[src/rtl/piece_board_probe.sv]
// Tetromino probe: walks a piece's 4 shape rows against the playfield RAM.
// Reports collisions and optionally locks the piece; PROBE_EARLY_EXIT_EN enables early check exit.
module piece_board_probe #(
    parameter int BOARD_W = 10,
    parameter int BOARD_H = 20,
    parameter int ROW_AW  = 5
) (
    input  logic               clk,
    input  logic               rst,
    input  logic               start,
    input  logic               op_lock,
    input  logic [2:0]         pc_type,
    input  logic [1:0]         pc_rot,
    input  logic [4:0]         pc_x,
    input  logic [5:0]         pc_y,
    output logic [2:0]         shp_type,
    output logic [1:0]         shp_rot,
    input  logic [15:0]        shp_rows,
    output logic               brd_ren,
    output logic [ROW_AW-1:0]  brd_raddr,
    input  logic [BOARD_W-1:0] brd_rdata,
    output logic               brd_we,
    output logic [ROW_AW-1:0]  brd_waddr,
    output logic [BOARD_W-1:0] brd_wdata,
    output logic               busy,
    output logic               done,
    output logic               collide
);

    typedef enum logic [1:0] {IDLE, ROW_RD, ROW_EV, DONE} state_t;

    state_t state, state_n;

    logic [1:0]  k;
    logic [2:0]  c_type;
    logic [1:0]  c_rot;
    logic [4:0]  c_x;
    logic [5:0]  c_y;
    logic        c_lock;
    logic [15:0] c_rows;
    logic        acc;

    logic [3:0]         bits;
    logic [6:0]         r;
    logic [6:0]         col;
    logic [BOARD_W-1:0] mask;
    logic               oob;
    logic               r_neg;
    logic               r_low;

    logic               acc_set;
    logic               row_end;
    logic               k_inc;

    assign bits  = c_rows[4*k +: 4];
    assign r     = {c_y[5], c_y} + {5'd0, k};
    assign r_neg = r[6];
    assign r_low = r >= 7'(BOARD_H);

    // Column offsets are resolved at 7-bit signed width so both walls see every bit.
    always_comb begin
        mask = '0;
        oob  = 1'b0;
        col  = '0;
        for (int j = 0; j < 4; j++) begin
            col = {{2{c_x[4]}}, c_x} + 7'(j);
            if (bits[j]) begin
                if (col[6] || col >= 7'(BOARD_W)) begin
                    oob = 1'b1;
                end
                for (int c = 0; c < BOARD_W; c++) begin
                    if (col == 7'(c)) begin
                        mask[c] = 1'b1;
                    end
                end
            end
        end
    end

    always_comb begin
        state_n   = state;
        acc_set   = 1'b0;
        row_end   = 1'b0;
        k_inc     = 1'b0;
        brd_ren   = 1'b0;
        brd_raddr = '0;
        brd_we    = 1'b0;
        brd_waddr = '0;
        brd_wdata = '0;
        done      = 1'b0;
        unique case (state)
            IDLE: begin
                if (start) begin
                    state_n = ROW_RD;
                end
            end
            ROW_RD: begin
                if (bits == 4'd0 || r_neg) begin
                    row_end = 1'b1;
                end else if (oob || r_low) begin
                    acc_set = 1'b1;
                    row_end = 1'b1;
                end else begin
                    brd_ren   = 1'b1;
                    brd_raddr = r[ROW_AW-1:0];
                    state_n   = ROW_EV;
                end
            end
            ROW_EV: begin
                acc_set = |(brd_rdata & mask);
                row_end = 1'b1;
                if (c_lock) begin
                    brd_we    = 1'b1;
                    brd_waddr = r[ROW_AW-1:0];
                    brd_wdata = brd_rdata | mask;
                end
            end
            DONE: begin
                done    = 1'b1;
                state_n = IDLE;
            end
            default: state_n = IDLE;
        endcase

        if (row_end) begin
            k_inc   = 1'b1;
            state_n = (k == 2'd3) ? DONE : ROW_RD;
`ifdef PROBE_EARLY_EXIT_EN
            if (acc_set && !c_lock) begin
                state_n = DONE;
            end
`endif
        end

        // Board strobes are suppressed in the reset cycle itself.
        if (rst) begin
            brd_ren = 1'b0;
            brd_we  = 1'b0;
            done    = 1'b0;
        end
    end

    always_ff @(posedge clk) begin
        if (rst) begin
            state  <= IDLE;
            k      <= '0;
            c_type <= '0;
            c_rot  <= '0;
            c_x    <= '0;
            c_y    <= '0;
            c_lock <= 1'b0;
            c_rows <= '0;
            acc    <= 1'b0;
        end else begin
            state <= state_n;
            if (state == IDLE && start) begin
                c_type <= pc_type;
                c_rot  <= pc_rot;
                c_x    <= pc_x;
                c_y    <= pc_y;
                c_lock <= op_lock;
                c_rows <= shp_rows;
                k      <= '0;
                acc    <= 1'b0;
            end else begin
                if (k_inc) begin
                    k <= k + 2'd1;
                end
                if (acc_set) begin
                    acc <= 1'b1;
                end
            end
        end
    end

    assign busy     = (state != IDLE);
    assign collide  = acc;
    assign shp_type = (state == IDLE) ? pc_type : c_type;
    assign shp_rot  = (state == IDLE) ? pc_rot : c_rot;

endmodule

[config.mk]
export PLATFORM = sky130hd
export DESIGN_NAME = piece_board_probe
export DESIGN_NICKNAME = d
export VERILOG_FILES = /design/src/rtl/piece_board_probe.sv
export SDC_FILE = /design/constraint.sdc
export NUM_CORES = 1
export LEC_CHECK = 0
export CELL_PAD_IN_SITES_DETAIL_PLACEMENT = 1
export CELL_PAD_IN_SITES_GLOBAL_PLACEMENT = 1
export CORE_MARGIN = 3
export CORE_UTILIZATION = 35
export CTS_CLUSTER_SIZE = 40
export DETAILED_ROUTE_END_ITERATION = 7
export GPL_ROUTABILITY_DRIVEN = 0
export PLACE_DENSITY_LB_ADDON = 0.1
export SETUP_SLACK_MARGIN = 0.15
export SYNTH_ARGS = -nofsm -noshare
export SYNTH_HDL_FRONTEND = slang
export SYNTH_SLANG_ARGS = --single-unit
[constraint.sdc]
create_clock -name clk -period 3.73 [get_ports clk]
set_input_delay 0.746 -clock clk [delete_from_list [all_inputs] [get_ports clk]]
set_output_delay 0.746 -clock clk [all_outputs]
set_load 0.05 [all_outputs]
# Word-level counts from Yosys, hierarchy flattened

Cells that the tools add are included.

Bits in registers: 38
Logic and storage cells: 165

Add/subtract/negate cells: 5
Order comparisons: 5
Equal/unequal tests: 43
Shifts and indexed selects: 1
Multiplexer cells: 82
Bitwise logic cells: 2
Reductions and logical operators: 18

Operators with widths:

| cell                                                                  | number |
|---|---|
| 7-bit by 3-bit equality test with 1-bit output, second input constant | 16 |
| 1-bit 2-to-1 mux                                                      | 61 |
| 10-bit 2-to-1 mux                                                     | 6 |
| 7-bit by 2-bit equality test with 1-bit output, second input constant | 8 |
| 7-bit by 4-bit equality test with 1-bit output, second input constant | 8 |
| 7-bit by 1-bit equality test with 1-bit output, second input constant | 4 |
| 7-bit by 4-bit >= comparator with 1-bit output, second input constant | 4 |
| 7-bit logical NOT                                                     | 4 |
| 5-bit 2-to-1 mux                                                      | 5 |
| 16-bit by 5-bit indexed part select with 4-bit output                 | 1 |
| 5-bit by 3-bit adder with 6-bit output, second input constant         | 2 |
| 2-bit 2-to-1 mux                                                      | 6 |
| 10-bit bitwise AND                                                    | 1 |
| 10-bit bitwise OR                                                     | 1 |
| 10-bit OR reduction                                                   | 1 |
| 3-bit != test, second input constant                                  | 3 |
| 6-bit by 3-bit adder with 7-bit output                                | 1 |
| 7-bit by 5-bit >= comparator with 1-bit output, second input constant | 1 |
| 5-bit by 2-bit adder with 6-bit output, second input constant         | 1 |
| 2-bit equality test, second input constant                            | 3 |
| 1-bit logical OR                                                      | 6 |
| 2-bit one-hot mux with 3 select lines                                 | 1 |
| 4-bit logical NOT                                                     | 1 |
| 1-bit one-hot mux with 2 select lines                                 | 2 |
| 9 further kinds                                                       | 9 |

# Depth between registers and ports, before layout

Depth in word-level cells: 16
Depth in mapped cells: 11

# Worst setup path before layout

Ideal clock, no wire load.

Kind: reg-to-output
Start point: reg c_x[0]
End point: out brd_raddr[2]
Arrival: 2914 ps
Path slack: 70 ps
Stages on the path, launching flop included: 11
Path buffers: 1
Cells stage by stage: dfxtp_1 -> buf_2 -> inv_1 -> ha_1 -> or4_1 -> o21ai_1 -> o21bai_1 -> o211ai_1 -> nor3_4 -> nand3_1 -> nor2_1

Word-level cells in the longest chain between the ends: 14
Elaborated cells between the ends (all ways): 23

RTL lines:

| element                                                                                                | RTL line | RTL |
|---|---|---|
| start: declaration                                                                                     | 37       | `logic [4:0] c_x;` |
| start signal: assignment                                                                               | 159      | `c_x <= pc_x;` |
| parallel branches: the longest is 9 deep, another holds 7-bit by 4-bit >= comparator with 1-bit output | n/a      |  |
| 1-bit 2-to-1 mux (*)                                                                                   | 67       | `if (bits[j]) begin` |
| 1-bit logical OR (*)                                                                                   | 100      | `end else if (oob \|\| r_low) begin` |
| 5-bit 2-to-1 mux (*)                                                                                   | 100      |  |
| 5-bit 2-to-1 mux (*)                                                                                   | 98       | `if (bits == 4'd0 \|\| r_neg) begin` |
| 5-bit 2-to-1 mux (*)                                                                                   | 91       | `unique case (state)` |
| end: declaration                                                                                       | 20       | `output logic [ROW_AW-1:0] brd_raddr,` |

Every way passes the cells marked *.

# Final worst setup path

Start point: reg c_x[2]
End point: out brd_raddr[3]

Same word-level chain as after synthesis.

==> results <==
==> critical path: stages (launching register included) <==
cell	delay, ps
sky130_fd_sc_hd__dfxtp_2	410
sky130_fd_sc_hd__buf_4	230
sky130_fd_sc_hd__ha_1	220
sky130_fd_sc_hd__a21oi_2	120
sky130_fd_sc_hd__or3_1	400
sky130_fd_sc_hd__o211ai_1	120
sky130_fd_sc_hd__o22ai_1	170
sky130_fd_sc_hd__nor3_4	240
sky130_fd_sc_hd__nand3_4	160
sky130_fd_sc_hd__nor2_2	210
sky130_fd_sc_hd__buf_12	160
==> per-stage QoR <==
step | cell area, um2 | cells | utilization, % | setup slack, ps | total power [uW]
2_1_floorplan | 2980 | 404 | - | 69.9 | 1320
3_3_place_gp | 3870 | 566 | 46.8 | 510 | 1640
3_5_place_dp | 3870 | 566 | 46.8 | 383 | 1670
4_1_cts | 4030 | 574 | 48.8 | 138 | 2110
5_1_grt | 4070 | 574 | 49.2 | 126 | 2280
6_report | 4070 | 574 | 49.2 | 251 | 2120
==> how the worst max path moves through the flow <==
stage	slack (ps)	end	from
after global placement	510	brd_raddr[4]	k[1]
after global routing	130	brd_raddr[3]	c_x[1]
after floorplan	70	brd_raddr[2]	c_x[0]
after detailed placement	380	brd_raddr[4]	k[1]
after CTS	140	brd_raddr[2]	c_x[2]
final	250	brd_raddr[3]	c_x[2]
==> cells in the mapped netlist (4+ instances only) <==
master	number	area share [%]
sky130_fd_sc_hd__a21oi_1	45	7.6
sky130_fd_sc_hd__buf_2	9	1.5
sky130_fd_sc_hd__dfxtp_1	38	26
sky130_fd_sc_hd__inv_1	16	2.0
sky130_fd_sc_hd__xnor2_1	7	2.1
sky130_fd_sc_hd__nand2_1	78	9.8
sky130_fd_sc_hd__ha_1	18	7.6
sky130_fd_sc_hd__a22oi_1	4	1.0
sky130_fd_sc_hd__mux2_2	7	2.6
sky130_fd_sc_hd__nor2_1	36	4.5
sky130_fd_sc_hd__and2_1	5	1.0
sky130_fd_sc_hd__nand3_1	13	2.2
sky130_fd_sc_hd__clkbuf_1	18	2.3
sky130_fd_sc_hd__nand4_1	19	4.0
sky130_fd_sc_hd__o211ai_1	6	1.5
sky130_fd_sc_hd__mux2_1	5	1.9
sky130_fd_sc_hd__nor3_1	5	0.84
sky130_fd_sc_hd__o21ai_0	6	1.0
sky130_fd_sc_hd__a31oi_1	4	0.84
==> area by class of cell <==
cell class	instances	area (um2)	area share (%)
clock buffers	6	82.6	2.03
clock inverters	2	60.1	1.48
inverters	17	63.8	1.57
multi-input cells	321	2080	51.2
flip-flops and latches	38	764	18.8
well taps	105	131	3.23
repair buffers	85	881	21.7
==> what timing repair did <==
action,in CTS,in global routing
buffers inserted,0,0
pin swaps,0,1
endpoints found under the setup margin,6,10
gates resized for setup,6,10
==> where the power goes <==
part	internal [uW]	switching (uW)
logic	431	698
registers	482	79.6
clock network	285	148
==> cells by family (layout without fill, tap and decap cells) <==
family                     after synthesis  after routing
AOI/OAI and AO/OA                       96             96
xor gates and xnor gates                 9              9
adders and majority gates               19             19
buffers and inverters                   45            110
DFF                                     38             38
muxes                                   17             17
and+or+nand+nor                        180            180
==> registers in the layout, summed over array words and instances, names as in the netlist <==
name	flops
c_rows	16
c_y	6
c_x	5
c_type	3
c_rot	2
k	2
state	2
c_lock	1
collide	1
==> routing by layer <==
metal	part of all wire, %	global-route usage (%)
met5	0	0
met4	3.0	7.25
met3	3.1	2.50
met2	47	33.6
met1	47	25.4
==> layout by cell type, fill, tap and decap left out, types with 4 or more instances in the layout <==
master	instances
sky130_fd_sc_hd__buf_12	8
sky130_fd_sc_hd__ha_1	16
sky130_fd_sc_hd__a21oi_1	44
sky130_fd_sc_hd__o211ai_1	6
sky130_fd_sc_hd__nor2_1	30
sky130_fd_sc_hd__dfxtp_1	35
sky130_fd_sc_hd__and2_1	5
sky130_fd_sc_hd__clkdlybuf4s50_1	57
sky130_fd_sc_hd__buf_4	20
sky130_fd_sc_hd__a31oi_1	4
sky130_fd_sc_hd__inv_1	16
sky130_fd_sc_hd__a22oi_1	4
sky130_fd_sc_hd__nand4_1	19
sky130_fd_sc_hd__o21ai_0	6
sky130_fd_sc_hd__mux2_2	7
sky130_fd_sc_hd__nor2_2	6
sky130_fd_sc_hd__nand2_1	78
sky130_fd_sc_hd__nor3_1	5
sky130_fd_sc_hd__mux2_1	5
sky130_fd_sc_hd__clkbuf_8	6
sky130_fd_sc_hd__nand3_1	12
sky130_fd_sc_hd__xnor2_1	7
==> impl_metrics.json <==
{
  "status": "complete, no violations",
  "synth_enable_flop_cells": 0,
  "drcViolationCount": 0,
  "fp.dieArea_um2": 9660,
  "setup_tns_ps": 0,
  "fmaxAchievable_mhz": 287,
  "xor_xnor_share_of_the_synthesized_area_pct": 2.65,
  "hold_depth": 2,
  "fin_nets": 533,
  "worst-r2r-setup-slack_ps": 930,
  "fp.coreArea_um2": 8260,
  "synth_async_sr_flop_share_pct": 0,
  "first_pass_grt_wire_length_mm": 15.7,
  "maximum_number_of_pins_on_one_net_before_global_route_repair": 38,
  "clock_insertion_delay_worst_skew_ps": 290,
  "placement.io_buffers": 75,
  "grt_setup_unrepaired": "yes",
  "clock-skew-final_ps": 3.97,
  "synth_compound_gate_area_share_pct": 21.1,
  "initial_util_pct": 36.1,
  "routed_wl_mm": 9.52,
  "syn_to_final_growth_pct": 36.5,
  "leakage_uw": 0.00154,
  "cts_root_buffer": "sky130_fd_sc_hd__clkbuf_8",
  "setup-violations-final": 0,
  "slew_of_the_pin_with_the_lowest_slew_margin_ps": 1060,
  "tritoncts": "built",
  "cts_buffer_depth": 2,
  "cts-htree-levels": 2,
  "dpl.hpwl_mm": 7.36,
  "post_route_cells_drive_above_1_share_pct": 14.5,
  "slew-limit-headroom_pct": 28.9,
  "fp.dieW_um": 98.3,
  "mappedNetlistArea_um2": 2980,
  "power.ir.vdd_worst_mv": 0.265,
  "slew_limit_fails": 0,
  "timing.final.hold_violations": 0,
  "worst-path-max-fanout": 13,
  "gr-usage-all-layers_pct": 19.7,
  "r2r-start": "c_x[2]",
  "synthesis.area_per_instance_um2": 7.37,
  "cts_hold_repair.buffers": 0,
  "synth_top_family_by_area": "simple AND/OR/NAND/NOR gates",
  "predominant_post_synthesis_flop_cell": "sky130_fd_sc_hd__dfxtp_1",
  "synth.mux.area_fraction_pct": 7.48,
  "synth_register_bits": 38,
  "synth_nets": 469,
  "timing.critical_path.to_type": "output pin",
  "number_of_sinks_handled_by_clock_tree_synthesis": 38,
  "avgViaCountPerCell": 5.50,
  "ys_seq_area_share_pct": 25.5,
  "cp_data_required_time_ps": 2980,
  "cp_data_arrival_time_ps": 2730,
  "worstRegToRegCells": 11,
  "clk_transition_reported_paths_ps": 80,
  "postRouteAntennaNets": 0,
  "io_pins": 76,
  "routed_wire_length_per_instance_um": 16.6,
  "num_vias": 3156,
  "drt_iter0_drc": 141,
  "diodes": 0,
  "timing.rr.end": "state[1]",
  "power_per_cell_area_nw_per_um2": 523,
  "dieHeight_um": 98.3,
  "grt_antenna_before_repair": 0,
  "synth_simple_gate_area_share_pct": 28.7,
  "fin_hold_ws_ps": 458,
  "vias_in_the_first_global_route": 3193,
  "rows": 33,
  "drv_cap": 0,
  "post_synth_fa_ha_maj_area_fraction_pct": 8.23,
  "min_delay_worst_endpoint": "c_rot[0]",
  "synth_warnings": 0,
  "hold_path.startpoint": "c_rot[0]",
  "fillerInstances": 1029,
  "number_of_distinct_library_cells_after_synthesis": 62,
  "syn_inst": 404,
  "number_of_iterations_in_the_first_detailed_routing_pass": 4,
  "critical_path_class": "reg2out",
  "fin_crit_sh_pct": 93.3,
  "numCtsBuffers": 5,
  "timing.critical_path.from_type": "register",
  "grt_overflow_total": 0,
  "minimum_period_implied_by_the_final_worst_setup_slack_ps": 3480,
  "worst_hold_path_type": "reg2reg"
}
(Power assumes the default switching activity.)
